$ cat config.mk
export PLATFORM = sky130hd
export DESIGN_NAME = lstm_seq_ctrl
export DESIGN_NICKNAME = d
export VERILOG_FILES = /design/src/rtl/lstm_seq_ctrl.sv
export SDC_FILE = /design/constraint.sdc
export NUM_CORES = 1
export LEC_CHECK = 0
export ABC_AREA = 0
export BUFFER_PORTS_ARGS = -buffer_cell sky130_fd_sc_hd__buf_2
export CORE_UTILIZATION = 30
export DETAILED_ROUTE_END_ITERATION = 12
export GPL_TIMING_DRIVEN = 0
export SLEW_MARGIN = 25
export SYNTH_ARGS = -nofsm -noshare
export SYNTH_HDL_FRONTEND = slang
export SYNTH_SLANG_ARGS = --single-unit
$ cat constraint.sdc
create_clock -name clk -period 4.8 [get_ports clk]
set_input_delay 0 -clock clk [delete_from_list [all_inputs] [get_ports clk]]
set_output_delay 0 -clock clk [all_outputs]
set_load 0.01 [all_outputs]
$ cat src/rtl/lstm_seq_ctrl.sv
// lstm_seq_ctrl
//   Sequencer for one LSTM layer across i_seq_len timesteps. Drives the layer
//   h_prev select (zero at t=0, recurrent afterwards), accepts x with a
//   valid/ready handshake, waits a fixed compute latency, pulses the h/c
//   latch, presents h downstream with valid/ready and optionally pulses a
//   weight/bias write once the whole sequence has been processed.
//
// Ports
//   clk, rst        clock (rising edge), asynchronous active-low reset
//   i_start         start a sequence (sampled in IDLE only)
//   i_seq_len       timesteps in the sequence, latched on start
//   i_upd_en        latched on start; 1 = pulse o_wr after the last step
//   i_abort         synchronous abort, back to IDLE with t=0
//   i_x_valid       upstream x available
//   o_x_ready       controller accepts x
//   o_x_ld          x register enable (i_x_valid & o_x_ready)
//   o_sel           layer h_prev mux: 0 = zero, 1 = recurrent h
//   o_load_h        1-cycle pulse: layer latches h/c state
//   o_wr            1-cycle pulse: layer loads weights/biases
//   o_h_valid       layer h valid for downstream
//   i_h_ready       downstream accepts h
//   o_t             current timestep index
//   o_busy          high in every state except IDLE
//   o_done          1-cycle pulse at sequence completion
module lstm_seq_ctrl #(
  parameter int unsigned LEN_W       = 8,
  parameter int unsigned COMPUTE_CYC = 4,
  parameter int unsigned CNT_W       = 8
) (
  input  logic             clk,
  input  logic             rst,
  input  logic             i_start,
  input  logic [LEN_W-1:0] i_seq_len,
  input  logic             i_upd_en,
  input  logic             i_abort,
  input  logic             i_x_valid,
  output logic             o_x_ready,
  output logic             o_x_ld,
  output logic             o_sel,
  output logic             o_load_h,
  output logic             o_wr,
  output logic             o_h_valid,
  input  logic             i_h_ready,
  output logic [LEN_W-1:0] o_t,
  output logic             o_busy,
  output logic             o_done
);

  typedef enum logic [2:0] {
    S_IDLE,
    S_WAIT_X,
    S_COMPUTE,
    S_LATCH,
    S_OUT,
    S_UPDATE,
    S_DONE
  } state_t;

  state_t           state, state_d;
  logic [LEN_W-1:0] len_q, len_d;
  logic [LEN_W-1:0] t_q, t_d;
  logic             upd_q, upd_d;
  logic [CNT_W-1:0] cnt_q, cnt_d;

  always_comb begin
    state_d = state;
    len_d   = len_q;
    t_d     = t_q;
    upd_d   = upd_q;
    cnt_d   = cnt_q;

    unique case (state)
      S_IDLE: begin
        if (i_start) begin
          t_d = '0;
          if (i_seq_len != '0) begin
            len_d   = i_seq_len;
            upd_d   = i_upd_en;
            state_d = S_WAIT_X;
          end else begin
            // Empty sequence: report completion without touching the layer.
            state_d = S_DONE;
          end
        end
      end
      S_WAIT_X: begin
        if (i_x_valid) begin
          cnt_d   = CNT_W'(COMPUTE_CYC - 1);
          state_d = S_COMPUTE;
        end
      end
      S_COMPUTE: begin
        if (cnt_q == '0) state_d = S_LATCH;
        else             cnt_d   = cnt_q - CNT_W'(1);
      end
      S_LATCH: state_d = S_OUT;
      S_OUT: begin
        if (i_h_ready) begin
          if (t_q == len_q - LEN_W'(1)) begin
            state_d = upd_q ? S_UPDATE : S_DONE;
          end else begin
            t_d     = t_q + LEN_W'(1);
            state_d = S_WAIT_X;
          end
        end
      end
      S_UPDATE: state_d = S_DONE;
      S_DONE:   state_d = S_IDLE;
      default:  state_d = S_IDLE;
    endcase

    if (i_abort) begin
      state_d = S_IDLE;
      t_d     = '0;
    end
  end

  // Outputs are decoded from the next state so they are registered yet
  // line up with the state they describe.
  always_ff @(posedge clk or negedge rst) begin
    if (!rst) begin
      state     <= S_IDLE;
      len_q     <= '0;
      t_q       <= '0;
      upd_q     <= 1'b0;
      cnt_q     <= '0;
      o_x_ready <= 1'b0;
      o_sel     <= 1'b0;
      o_load_h  <= 1'b0;
      o_wr      <= 1'b0;
      o_h_valid <= 1'b0;
      o_busy    <= 1'b0;
      o_done    <= 1'b0;
    end else begin
      state     <= state_d;
      len_q     <= len_d;
      t_q       <= t_d;
      upd_q     <= upd_d;
      cnt_q     <= cnt_d;
      o_x_ready <= (state_d == S_WAIT_X);
      o_sel     <= (state_d != S_IDLE) && (t_d != '0);
      o_load_h  <= (state_d == S_LATCH);
      o_wr      <= (state_d == S_UPDATE);
      o_h_valid <= (state_d == S_OUT);
      o_busy    <= (state_d != S_IDLE);
      o_done    <= (state_d == S_DONE);
    end
  end

  assign o_t    = t_q;
  assign o_x_ld = i_x_valid & o_x_ready;

endmodule
==> metrics.md <==
| Metric | Value |
|---|---|
| Total routed wirelength | 4380 um |
| Final setup viols | 0 |
| Worst R2R Path Depth | 9 |
| Worst Hold End | state[1] |
| Dpl ws | 2.09 ns |
| Vias | 1669 |
| Global placement routability congestion | 0.777 |
| Synth top area cells | dfrtp_1, xnor2_1, nor2_1 |
| Sequential Power Share | 44.8% |
| 1st-pass router iterations | 4 |
| DP HPWL | 3270 um |
| Layout cells sized above 1 | 22.5% |
| Post-Syn Area | 2020 um2 |
| Synth async-reset ratio | 100% |
| FF+latch count, synth | 35 |
| FF-to-FF Start | len_q[0] |
| GRT Overall Usage | 13.3% |
| Slew Viols, Final | 0 |
| Hold path start | i_abort |
| CORE AREA | 6420 um2 |
| CTS sink count | 35 |
| Post-layout util | 38.7% |
| Area Growth Syn to Fin | 23.0% |
| Worst EP required | 4.97 ns |
| Worst Max-Slew Pin Slew | 0.778 ns |
| Top cells by count, synth | dfrtp_1, nor2_1, nand2_1 |
| CP Class | reg -> reg |
| Met3 track demand over resource | 2.27% |
| Antenna Violating Nets Remaining | 0 |
| Fmax | 0.360 GHz |
| Critical Path Source Type | flop |
| Int Pwr | 0.569 mW |
| Most frequent cell after synthesis | dfrtp_1 |
| Nets@finish | 276 |
| FP Rows | 29 |
| Placed Area | 2270 um2 |
| CTS max path bufs | 2 |
| Initial drt markers | 63 |
| Vias/cell | 4.98 |
| Syn Area/Cell | 9.62 um2 |
| Root buffer cell | clkbuf_8 |
| DRC violations left | 0 |
| CTS tree | built |
| Unique masters post-synth | 49 |
| Period utilization | 57.8% |
| Chip Height | 84.0 um |
| PortBufs | 30 |
| Top FF cell, synth | dfrtp_1 |
| Fillers | 626 |
| Minimum clock period | 2.78 ns |
| Synth area leader | dfrtp_1 |
| Crit Path Max Fanout | 7 |
| Worst hold path cell count | 3 |
| Multi-input logic area | 1080 um2 |
| Final hold viol count | 0 |
| Max-cap violations | 0 |
| Grt peak-use layer | met2 |
| Initial Util | 31.4% |
| Post-synthesis sequential area ratio | 43.4% |
| M1 GR Usage | 16.9% |
| Width of the die | 84.0 um |
| Setup tns final | 0 ns |
| Met2 Resource Use GR | 22.4% |
| Inserted Diodes | 0 |
| Post-route cell area | 2480 um2 |
| RSZ-0062 raised after global routing | no |
| Die area | 7060 um2 |
| Num ports | 31 |
| CP endpoint kind | flop |
| Vias in the first global route | 1622 |
| Antenna violations before repair | 0 |
| Cells after Synth | 210 |
| Min setup slack post-route | 2.02 ns |
| Worst VDD drop | 0.142 mV |
| Mapped Nets | 229 |
| Fin Clk Skew | 0.00654 ns |
| Clock-pin slew on the worst setup and hold paths | 0.07 ns |
| Terminus of the critical flop-to-flop path | o_sel |
| Routed wire per std cell | 13.1 um |
| Placed insts | 317 |
| Slew HR | 48.1% |
| YS warnings | 0 |
| Setup bufs post-CTS | 0 |
| Fin cells | 335 |
| Crit path DAT | 2.94 ns |
| Lkg Pwr | 1.13 nW |
| Comb power frac | 20.7% |
| Sw frac | 29.2% |
| Outcome | finished, final reports clean |
| Clock latency on the worst-skew pair | 0.29 ns |
| P_sw | 0.235 mW |
| Number of buffers created by CTS | 5 |
| Share of total power in the clock network | 34.5% |
| Reg-to-reg slack, setup | 2.02 ns |
| Post-synth EDFFs | 0 |
| Sequential cell area | 876 um2 |
| Worst min-delay path class | in -> reg |
| Pin count of the biggest net entering global routing | 36 |
| H-tree levels | 2 |
| Gr ovfl total | 0 |
| Synth top area share | 43.4% |
| Cell area power density | 324 nW/um2 |
| First-pass GRT wire length | 7470 um |
## per-stage QoR
step           hold slack (ns)  total power [mW]
2_1_floorplan           -0.296             0.479
3_3_place_gp             0.130             0.522
3_5_place_dp             0.128             0.527
4_1_cts                 0.0799             0.811
5_1_grt                  0.110             0.845
6_report                0.0838             0.804
## worst max-delay path, cell delays in order, from the launching register on
cell	delay, ns
dfrtp_1	0.42
inv_1	0.09
ha_1	0.21
xor2_1	0.19
a21oi_1	0.12
o22ai_1	0.31
nor3_1	0.13
a211oi_1	0.63
a31oi_1	0.33
o41a_1	0.20
## flip-flops by register name (all words and copies together), names as in the netlist
name,cells
state,3
len_q,8
o_t,8
o_load_h,1
o_sel,1
o_busy,1
upd_q,1
o_h_valid,1
o_wr,1
cnt_q,8
o_done,1
o_x_ready,1
## repair_timing
item                      CTS  global route
hold buffers               10             0
gates resized for setup     0             0
hold endpoints to repair   44             0
## area by class of cell
type,count,share of cell area (%)
clock buffers,6,3.32
plain buffers,4,0.756
repair buffers,40,10.1
well taps,77,3.88
flip-flops and latches,35,35.3
clock inverters,2,1.41
inverters,11,1.66
multi-input cells,160,43.6
## layer usage
metal  part of all wire (%)  vias up
li1                       -      848
met1                     49      788
met2                     46       26
met3                    2.8        7
met4                    1.7        0
met5                      0        -
## placed cells by master, fill, tap and decap left out, types with 4 or more instances in the layout
cell type | Yosys | layout
a21oi_1 | 10 | 10
and3_1 | 5 | 5
buf_2 | 3 | 33
clkbuf_8 | 0 | 6
dfrtp_1 | 35 | 35
dlygate4sd3_1 | 0 | 10
ha_1 | 4 | 4
inv_1 | 11 | 11
mux2_2 | 5 | 5
nand2_1 | 13 | 13
nand3_1 | 7 | 7
nand4_1 | 4 | 4
nor2_1 | 24 | 24
nor3_1 | 7 | 7
nor4_1 | 6 | 6
o21ai_0 | 7 | 7
xnor2_1 | 12 | 12
xor2_1 | 7 | 7
## power by group through the flow
stage / combinational [mW] / sequential (mW) / clock, mW
2_1_floorplan: 0.120 / 0.359 / 0
5_1_grt: 0.187 / 0.366 / 0.292
3_5_place_dp: 0.161 / 0.366 / 0
6_report: 0.166 / 0.360 / 0.277
3_3_place_gp: 0.158 / 0.365 / 0
4_1_cts: 0.168 / 0.360 / 0.283
## worst max-delay path by stage
stage          endpoint  startpoint
2_1_floorplan     o_sel    len_q[0]
3_3_place_gp      o_sel    len_q[0]
3_5_place_dp      o_sel    len_q[0]
4_1_cts           o_sel    len_q[0]
5_1_grt           o_sel    len_q[0]
6_report          o_sel    len_q[0]
## cells by family (layout without fill, tap and decap cells)
kind of cell,after synthesis,in the layout,share of synthesized area [%]
multiplexers,7,7,4.03
AND/OR/NAND/NOR,94,94,26.0
flip-flops,35,35,43.4
XOR/XNOR,19,19,8.24
adder cells (fa/ha/maj),4,4,2.48
buffers and inverters,15,63,2.97
AO/OA/AOI/OAI,36,36,12.9
No activity file was read; power rests on OpenSTA's default activity.
